## src/rtl/tdc_sequencer_if.sv

```systemverilog
// Result/sample bus between the TDC sequencer and its consumer.
//
// Handshake: result_valid rises with a new result and stays high, with
// result stable, until a cycle where result_valid and result_ready are both
// high; that cycle is the single transfer. result_ready may be driven
// independently of result_valid. sample/sample_valid is a one-cycle
// broadcast and has no back-pressure.
interface tdc_sequencer_if #(
    parameter int CW = 8
);
    logic [CW-1:0] sample;
    logic          sample_valid;
    logic [CW-1:0] result;
    logic          result_valid;
    logic          result_ready;

    modport master (
        output sample,
        output sample_valid,
        output result,
        output result_valid,
        input  result_ready
    );

    modport slave (
        input  sample,
        input  sample_valid,
        input  result,
        input  result_valid,
        output result_ready
    );
endinterface

```

## src/rtl/tdc_sequencer.sv

```systemverilog
// Conversion sequencer for the counter-based TDC front end. Holds the analog
// reset for SETTLE cycles, then counts until the comparator rises (or the
// counter saturates), and averages 2^AVG_LOG2 such samples into one result.
module tdc_sequencer #(
    parameter int CW       = 8,
    parameter int SETTLE   = 4,
    parameter int AVG_LOG2 = 2
) (
    input  logic             clk,
    input  logic             n_rst,
    input  logic             start,
    input  logic             cont,
    input  logic             trigger,
    output logic             reset,
    output logic             busy,
    output logic             timeout_err,
    output logic [1:0]       state_dbg,
    tdc_sequencer_if.master  res_if
);

    typedef enum logic [1:0] {
        IDLE = 2'd0,
        RST  = 2'd1,
        MEAS = 2'd2,
        DONE = 2'd3
    } state_t;

    localparam int AW = CW + AVG_LOG2;
    localparam int IW = (AVG_LOG2 > 0) ? AVG_LOG2 : 1;
    localparam int SW = (SETTLE > 1) ? $clog2(SETTLE) : 1;

    localparam logic [SW-1:0] SETTLE_LAST = SW'(SETTLE - 1);
    localparam logic [IW-1:0] IDX_LAST    = IW'((1 << AVG_LOG2) - 1);
    localparam logic [CW-1:0] CNT_MAX     = '1;

    state_t        state;
    state_t        state_nxt;
    logic [SW-1:0] settle_cnt;
    logic [CW-1:0] meas_cnt;
    logic [IW-1:0] idx;
    logic [AW-1:0] acc;
    logic [AW-1:0] acc_sum;
    logic          trig_q;
    logic          edge_det;
    logic          term_cnt;
    logic          timeout_hit;
    logic          capture;
    logic          clear_run;

    // A rising edge needs trigger low in the previous cycle, whatever the state,
    // so a comparator already high on MEAS entry does not count.
    assign edge_det    = trigger & ~trig_q;
    assign term_cnt    = (meas_cnt == CNT_MAX);
    assign timeout_hit = term_cnt & ~edge_det;
    // On timeout the counter already sits at CNT_MAX, so the captured value is
    // meas_cnt in both the edge and the saturated case.
    assign acc_sum     = acc + AW'(meas_cnt);

    assign reset               = (state != MEAS);
    assign busy                = (state != IDLE);
    assign res_if.result_valid = (state == DONE);
    assign state_dbg           = state;

    // State register.
    always_ff @(posedge clk or negedge n_rst) begin
        if (!n_rst) begin
            state <= IDLE;
        end else begin
            state <= state_nxt;
        end
    end

    // Next-state decode plus capture / run-clear strobes for the datapath.
    always_comb begin
        state_nxt = state;
        capture   = 1'b0;
        clear_run = 1'b0;
        case (state)
            IDLE: begin
                if (start) begin
                    state_nxt = RST;
                    clear_run = 1'b1;
                end
            end
            RST: begin
                if (settle_cnt == SETTLE_LAST) begin
                    state_nxt = MEAS;
                end
            end
            MEAS: begin
                if (edge_det || term_cnt) begin
                    capture   = 1'b1;
                    state_nxt = (idx == IDX_LAST) ? DONE : RST;
                end
            end
            DONE: begin
                // result_valid is high throughout DONE, so ready alone completes the transfer.
                if (res_if.result_ready) begin
                    clear_run = cont;
                    state_nxt = cont ? RST : IDLE;
                end
            end
            default: state_nxt = IDLE;
        endcase
    end

    // Counters, sample capture, accumulation and result load.
    always_ff @(posedge clk or negedge n_rst) begin
        if (!n_rst) begin
            trig_q              <= 1'b0;
            settle_cnt          <= '0;
            meas_cnt            <= '0;
            idx                 <= '0;
            acc                 <= '0;
            timeout_err         <= 1'b0;
            res_if.sample       <= '0;
            res_if.sample_valid <= 1'b0;
            res_if.result       <= '0;
        end else begin
            trig_q              <= trigger;
            res_if.sample_valid <= capture;

            if (state == RST) begin
                settle_cnt <= settle_cnt + SW'(1);
            end else begin
                settle_cnt <= '0;
            end

            if (state == MEAS) begin
                meas_cnt <= meas_cnt + CW'(1);
            end else begin
                meas_cnt <= '0;
            end

            if (clear_run) begin
                acc         <= '0;
                idx         <= '0;
                timeout_err <= 1'b0;
            end else if (capture) begin
                res_if.sample <= meas_cnt;
                acc           <= acc_sum;
                if (timeout_hit) begin
                    timeout_err <= 1'b1;
                end
                if (idx == IDX_LAST) begin
                    res_if.result <= acc_sum[AW-1:AVG_LOG2];
                end else begin
                    idx <= idx + IW'(1);
                end
            end
        end
    end

endmodule

```

## src/flat_wrapper.sv

```systemverilog
// flat-port wrapper written by rule: the top's interface ports become plain ports
module tdc_sequencer_flat 
#(
    parameter int CW       = 8,
    parameter int SETTLE   = 4,
    parameter int AVG_LOG2 = 2
)
  (clk, n_rst, start, cont, trigger, reset, busy, timeout_err, state_dbg, res_if_sample, res_if_sample_valid, res_if_result, res_if_result_valid, res_if_result_ready);
  tdc_sequencer_if #(.CW(CW)) res_if_i ();
  input  logic clk;
  input  logic n_rst;
  input  logic start;
  input  logic cont;
  input  logic trigger;
  output logic reset;
  output logic busy;
  output logic timeout_err;
  output logic [1:0] state_dbg;
  output wire logic [$bits(res_if_i.sample)-1:0] res_if_sample;
  output wire logic [$bits(res_if_i.sample_valid)-1:0] res_if_sample_valid;
  output wire logic [$bits(res_if_i.result)-1:0] res_if_result;
  output wire logic [$bits(res_if_i.result_valid)-1:0] res_if_result_valid;
  input wire logic [$bits(res_if_i.result_ready)-1:0] res_if_result_ready;
  assign res_if_sample = res_if_i.sample;
  assign res_if_sample_valid = res_if_i.sample_valid;
  assign res_if_result = res_if_i.result;
  assign res_if_result_valid = res_if_i.result_valid;
  assign res_if_i.result_ready = res_if_result_ready;
  tdc_sequencer #(.CW(CW), .SETTLE(SETTLE), .AVG_LOG2(AVG_LOG2)) u_core (.clk(clk), .n_rst(n_rst), .start(start), .cont(cont), .trigger(trigger), .reset(reset), .busy(busy), .timeout_err(timeout_err), .state_dbg(state_dbg), .res_if(res_if_i));
endmodule
```

## config.mk

```make
export PLATFORM = sky130hd
export DESIGN_NAME = tdc_sequencer_flat
export DESIGN_NICKNAME = d
export VERILOG_FILES = /design/src/rtl/tdc_sequencer_if.sv /design/src/rtl/tdc_sequencer.sv /design/src/flat_wrapper.sv
export SDC_FILE = /design/constraint.sdc
export NUM_CORES = 1
export LEC_CHECK = 0
export BUFFER_PORTS_ARGS = -buffer_cell sky130_fd_sc_hd__buf_2
export CORE_MARGIN = 3
export CORE_UTILIZATION = 31
export DETAILED_ROUTE_END_ITERATION = 8
export SYNTH_ARGS = -nofsm -noshare
export SYNTH_HDL_FRONTEND = slang
export SYNTH_SLANG_ARGS = --single-unit
```

## constraint.sdc

```tcl
create_clock -name clk -period 6.6 [get_ports clk]
set_input_delay 0.33 -clock clk [delete_from_list [all_inputs] [get_ports clk]]
set_output_delay 0.33 -clock clk [all_outputs]
set_load 0.02 [all_outputs]
```

==> flow_summary.json, run 1 <==
{
  "critPathKind": "reg2reg",
  "dieArea_mm2": 0.00817,
  "hold_viol_final": 0,
  "yosys.area.top_type": "dfrtp_1",
  "dr.first_iter.drc_count": 118,
  "synth_edf_count": 0,
  "ys_top_cells_by_area": "dfrtp_1, ha_1, mux2_2, mux2_4, a21oi_1",
  "htree_levels": 2,
  "fin_setup_tns_ps": 0,
  "fmaxAchievable_mhz": 418,
  "status": "complete, no violations",
  "slew_headroom": 0.355,
  "hold_path.class": "in2reg",
  "clk_latency_ps": 300,
  "fin_crit_ps": 2390,
  "cts_hold_buf": 0,
  "synth-seq-area-share": 0.487,
  "worst_slew_pin_slew_ps": 968,
  "final.period_utilization": 0.362,
  "yosysUniqueCellTypes": 40,
  "die_w_um": 90.4,
  "netlist.area_leader.share": 0.487,
  "area_growth_pct": 15.2,
  "cts.path.max_buffers": 2,
  "setup_viol": 0,
  "gp_congestion": 0.783,
  "fin_area_mm2": 0.00254,
  "slew_viol_final": 0,
  "synth_seq_cells": 43,
  "pin_count": 29,
  "numPortBuffers": 28,
  "path_max_fanout": 18,
  "grt_max_degree": 44,
  "cp.arrival_ps": 2570,
  "finalClockSkew_ps": 11.1,
  "avgViaCountPerCell": 4.76,
  "hpwl_um": 3210,
  "cp_data_required_time_ps": 6780,
  "syn_area_mm2": 0.00221,
  "layout_commonest_cell": "dfrtp_1",
  "max-cap-violations": 0,
  "place_area_mm2": 0.00244,
  "wl_per_cell_um": 14.0,
  "crit_path_start_kind": "flop",
  "async_reset_ff_frac": 1.00,
  "clk_pin_slew_ps": 80,
  "synth_nets": 209,
  "layout-drive-gt1-share": 0.247,
  "max-vdd-ir-drop_uv": 112,
  "initial_core_util": 0.321,
  "clock_tree.root_cell": "clkbuf_8",
  "rsz0062_at_grt": "no",
  "antenna_cells": 0,
  "min_path_cells": 1,
  "layout_common_cells": "dfrtp_1, buf_2, ha_1",
  "drt_wl_total_um": 4420,
  "antenna_found_initial": 0,
  "dr.pass1.iters": 4,
  "grt_usage": 0.119,
  "core_area_mm2": 0.00687,
  "row_count": 30,
  "overflow": 0,
  "vias": 1498,
  "clock_sinks": 43,
  "grt_first_pass_wirelength_um": 7910,
  "syn-instance-count": 186,
  "ctsResizeCount": 0,
  "syn-mean-instance-area_um2": 11.9,
  "ant_nets": 0,
  "synth_ff_type": "dfrtp_1",
  "cts_buffers": 5,
  "cts_tree": "built",
  "grt_pass1_vias": 1550,
  "rr_worst_depth": 7,
  "leakagePower_nw": 1.28,
  "fp.dieH_um": 90.4,
  "power.density_mw_per_mm2": 314,
  "finalNetCount": 242,
  "drc_errors": 0,
  "postCtsSetupBuffers": 0,
  "synth_warnings": 0,
  "end_kind": "flop"
}
## critical path: stages, from the launching register on
cell	delay, ps
dfrtp_1	420
inv_1	140
ha_1	290
nand4_1	140
o32a_4	380
nor2_8	290
and2_4	290
mux2_4	310
## registers in the layout, summed over array words and instances, names as in the netlist
signal	flops
u_core.state_dbg	2
u_core.meas_cnt	8
u_core.trig_q	1
u_core.acc	10
u_core.timeout_err	1
u_core.idx	2
u_core.res_if.sample	8
u_core.settle_cnt	2
u_core.res_if.sample_valid	1
u_core.res_if.result	8
## synth_stat cells, types with 4 or more instances
library cell / count
nand2_1: 9
xnor2_1: 7
ha_1: 16
inv_1: 7
a22o_1: 7
a21oi_1: 13
o21ai_0: 7
xor2_1: 6
mux2_4: 6
nor2_1: 13
dfrtp_1: 43
a21o_1: 4
mux2_2: 8
## metrics by stage
| step | total power, mW | utilization | cells | hold WS (ps) | worst slack [ps] |
|---|---|---|---|---|---|
| 2_1_floorplan | 0.531 | - | 186 | 34.4 | 4390 |
| 3_3_place_gp | 0.611 | 0.355 | 308 | 418 | 4310 |
| 3_5_place_dp | 0.610 | 0.355 | 308 | 434 | 4230 |
| 4_1_cts | 0.811 | 0.370 | 315 | 141 | 4200 |
| 5_1_grt | 0.855 | 0.370 | 315 | 136 | 3980 |
| 6_report | 0.798 | 0.370 | 315 | 150 | 4210 |
## report_power, final
group | switching (mW) | internal (mW)
Clock | 0.0866 | 0.111
Sequential | 0.0389 | 0.306
Combinational | 0.158 | 0.0971
Total | 0.284 | 0.514
## cells by family (layout without fill, tap and decap cells)
kind of cell	Yosys count	in the layout	synth area share
simple gates	41	41	0.0980
fa+ha+maj	17	17	0.0997
flops	43	43	0.487
xor+xnor	13	13	0.0516
buf+inv	9	42	0.0244
compound gates	49	49	0.158
mux	14	14	0.0816
## worst paths after layout
path / from / end / slack, ps
max: u_core.state_dbg[0] / u_core.res_if.result[5] / 4210
min: trigger / u_core.trig_q / 150
max reg2reg: u_core.state_dbg[0] / u_core.res_if.result[5] / 4210
min reg2reg: u_core.settle_cnt[0] / u_core.settle_cnt[0] / 440
max in group asynchronous: n_rst / u_core.state_dbg[0] / 5820
min in group asynchronous: n_rst / u_core.idx[1] / 180
## per-layer routing
layer	global-route usage	part of all wire
met3	0.0358	0.047
met5	0	0
met4	0.0344	0.013
met1	0.163	0.50
met2	0.180	0.44
## layout make-up
class | instances | area [µm²]
fill | 700 | 4330
clock inverter | 1 | 30.0
inverter | 7 | 26.3
tap | 96 | 120
sequential | 43 | 1080
timing repair buffer | 28 | 140
multi-input combinational | 134 | 1080
clock buffer | 6 | 72.6
No activity file was read; power rests on OpenSTA's default activity.
==> run 2: changes to the inputs <==
- ABC_AREA: unset -> 1
- clock period: 6.6 -> 2.1 ns (I/O delays scaled with it)
==> flow_summary.json, run 2 <==
{
  "reg2reg_from": "u_core.state_dbg[0]",
  "hold_path.class": "in2reg",
  "cp_data_required_time_ps": 2280,
  "vias": 1901,
  "layout_common_cells": "nand2_1, dfrtp_1, buf_2",
  "antenna_found_initial": 0,
  "finalClockSkew_ps": 8.35,
  "regMostFlops": "u_core.acc",
  "dr.first_iter.drc_count": 70,
  "die_w_um": 93.1,
  "async_reset_ff_frac": 1.00,
  "startpoint": "u_core.state_dbg[0]",
  "synth_seq_cells": 43,
  "slew_viol_final": 0,
  "ys_top_cells_by_area": "dfrtp_1, nand2_1, ha_1, nand3_1, inv_1",
  "clk_latency_ps": 290,
  "grt_usage": 0.121,
  "pin_count": 29,
  "gp_congestion": 0.777,
  "holdWs_ps": 230,
  "cp_slowest_cell": "dfrtp_1",
  "wl_per_cell_um": 11.5,
  "ant_nets": 0,
  "clock_tree.root_cell": "clkbuf_8",
  "overflow": 0,
  "synth_ff_type": "dfrtp_1",
  "layout_commonest_cell": "nand2_1",
  "synth_nets": 314,
  "fmaxAchievable_mhz": 519,
  "clock_sinks": 43,
  "place_area_mm2": 0.00261,
  "finalPower_mw": 2.30,
  "max-vdd-ir-drop_uv": 415,
  "status": "complete, no violations",
  "max-cap-violations": 0,
  "netlist.area_leader.share": 0.458,
  "synth_edf_count": 0,
  "reg2reg_slack_ps": 170,
  "path_cells": "inv_1 -> ha_1 -> inv_2 -> o21ai_1 -> nand2_2 -> nand2_1 -> nor2_4 -> inv_2 -> nand2_1 -> nand2_1",
  "syn_area_mm2": 0.00235,
  "core_area_mm2": 0.00729,
  "final_cells": 427,
  "hold_end": "u_core.state_dbg[0]",
  "rsz0062_at_grt": "no",
  "numPortBuffers": 28,
  "cts_buffers": 5,
  "grt_max_degree": 19,
  "crit_path_frequent_cell": "nand2_1",
  "hpwl_um": 3750,
  "synthMostInstantiatedCell": "nand2_1",
  "syn-instance-count": 291,
  "grt_pass1_vias": 1865,
  "fp.dieH_um": 93.1,
  "cts.path.max_buffers": 2,
  "htree_levels": 2,
  "path_max_fanout": 9,
  "drt_wl_total_um": 4920,
  "area_growth_pct": 16.2,
  "layout-drive-gt1-share": 0.159,
  "dp_cells": 418,
  "clk_pin_slew_ps": 70,
  "synth-seq-area-share": 0.458,
  "final.period_utilization": 0.918,
  "finalNetCount": 351,
  "rr_worst_depth": 10,
  "fin_area_mm2": 0.00273,
  "yosys.area.top_type": "dfrtp_1",
  "antenna_cells": 0,
  "cts_tree": "built",
  "critPathKind": "reg2reg",
  "grt_first_pass_wirelength_um": 8500,
  "end_kind": "flop",
  "synth_warnings": 0,
  "fin_crit_ps": 1930,
  "dr.pass1.iters": 4,
  "critPathMaxStageDelay_ps": 470,
  "holdCritStartpoint": "cont",
  "initial_core_util": 0.322,
  "largest_reg_flops": 10,
  "hold_viol_final": 0,
  "yosysUniqueCellTypes": 27,
  "slew_headroom": 0.722,
  "power.density_mw_per_mm2": 841,
  "cp.arrival_ps": 2110,
  "crit_path_start_kind": "flop",
  "drc_errors": 0,
  "r2r-end": "u_core.res_if.result[1]",
  "dieArea_mm2": 0.00866,
  "fin_setup_tns_ps": 0,
  "row_count": 31,
  "avgViaCountPerCell": 4.45,
  "worst_slew_pin_slew_ps": 412,
  "netlist_top_cells_count": "nand2_1, dfrtp_1, inv_1, nand3_1",
  "setup_viol": 0,
  "leakagePower_nw": 1.58,
  "syn-mean-instance-area_um2": 8.07,
  "min_path_cells": 3
}
[run 2: cell count changes after synthesis, sizes merged, moves of 9 or more]
cell	previous run	this run
o21ai	8	17
nand3	3	22
inv	7	31
nand2	10	117
mux2	14	0
[run 2: what timing repair did]
item | 4_1_cts | 5_1_grt
setup buffers | 0 | 0
hold buffers | 2 | 0
gates resized for setup | 0 | 0
endpoints found under the hold margin | 14 | 0
[run 2: worst max path at each step]
stage	cells past startpoint	to
floorplan	10	u_core.res_if.result[7]
global placement	10	u_core.res_if.result[1]
detailed placement	10	u_core.res_if.result[1]
CTS	10	u_core.res_if.result[1]
global route	10	u_core.res_if.result[7]
finish	10	u_core.res_if.result[1]
[run 2: cell families (layout without fill, tap and decap cells)]
| kind of cell | count (synthesis) | in the layout | share of synthesized area |
|---|---|---|---|
| AND/OR/NAND/NOR | 163 | 163 | 0.305 |
| flip-flops | 43 | 43 | 0.458 |
| buffers and inverters | 34 | 71 | 0.0623 |
| AO/OA/AOI/OAI | 31 | 31 | 0.0703 |
| adder cells (fa/ha/maj) | 17 | 17 | 0.0937 |
| XOR/XNOR | 3 | 3 | 0.0112 |
[run 2: stage by stage]
step	setup slack, ps	utilization
CTS	141	0.375
finish	172	0.375
floorplan	223	-
detailed placement	175	0.358
global placement	231	0.358
global route	10.1	0.375
[run 2: critical path: cells and delay by family (launching register included)]
family	cells	cell delay (ps)
adder cells (fa/ha/maj)	1	220
AND/OR/NAND/NOR	5	720
buffers and inverters	3	330
AO/OA/AOI/OAI	1	70
flip-flops	1	470
[run 2: area by class of cell]
cell class	count	area (µm²)
clock buffers	6	72.6
clock inverters	1	30.0
fillers	786	4560
inverters	31	119
multi-input cells	214	1130
flip-flops and latches	43	1080
well taps	99	124
repair buffers	33	183
[run 2: where the power goes]
| part | internal [mW] | switching [mW] |
|---|---|---|
| registers | 0.918 | 0.0836 |
| logic | 0.214 | 0.472 |
| clock network | 0.349 | 0.260 |
| total | 1.48 | 0.816 |
[run 2: routing by layer]
metal | part of all wire | wire (µm) | GRT usage | vias to the layer above
met5 | 0 | 0 | 0 | -
met2 | 0.45 | 2190 | 0.195 | 26
met4 | 0.0065 | 32 | 0.0391 | 0
met1 | 0.52 | 2550 | 0.163 | 873
li1 | - | - | - | 1000
met3 | 0.029 | 142 | 0.0241 | 2
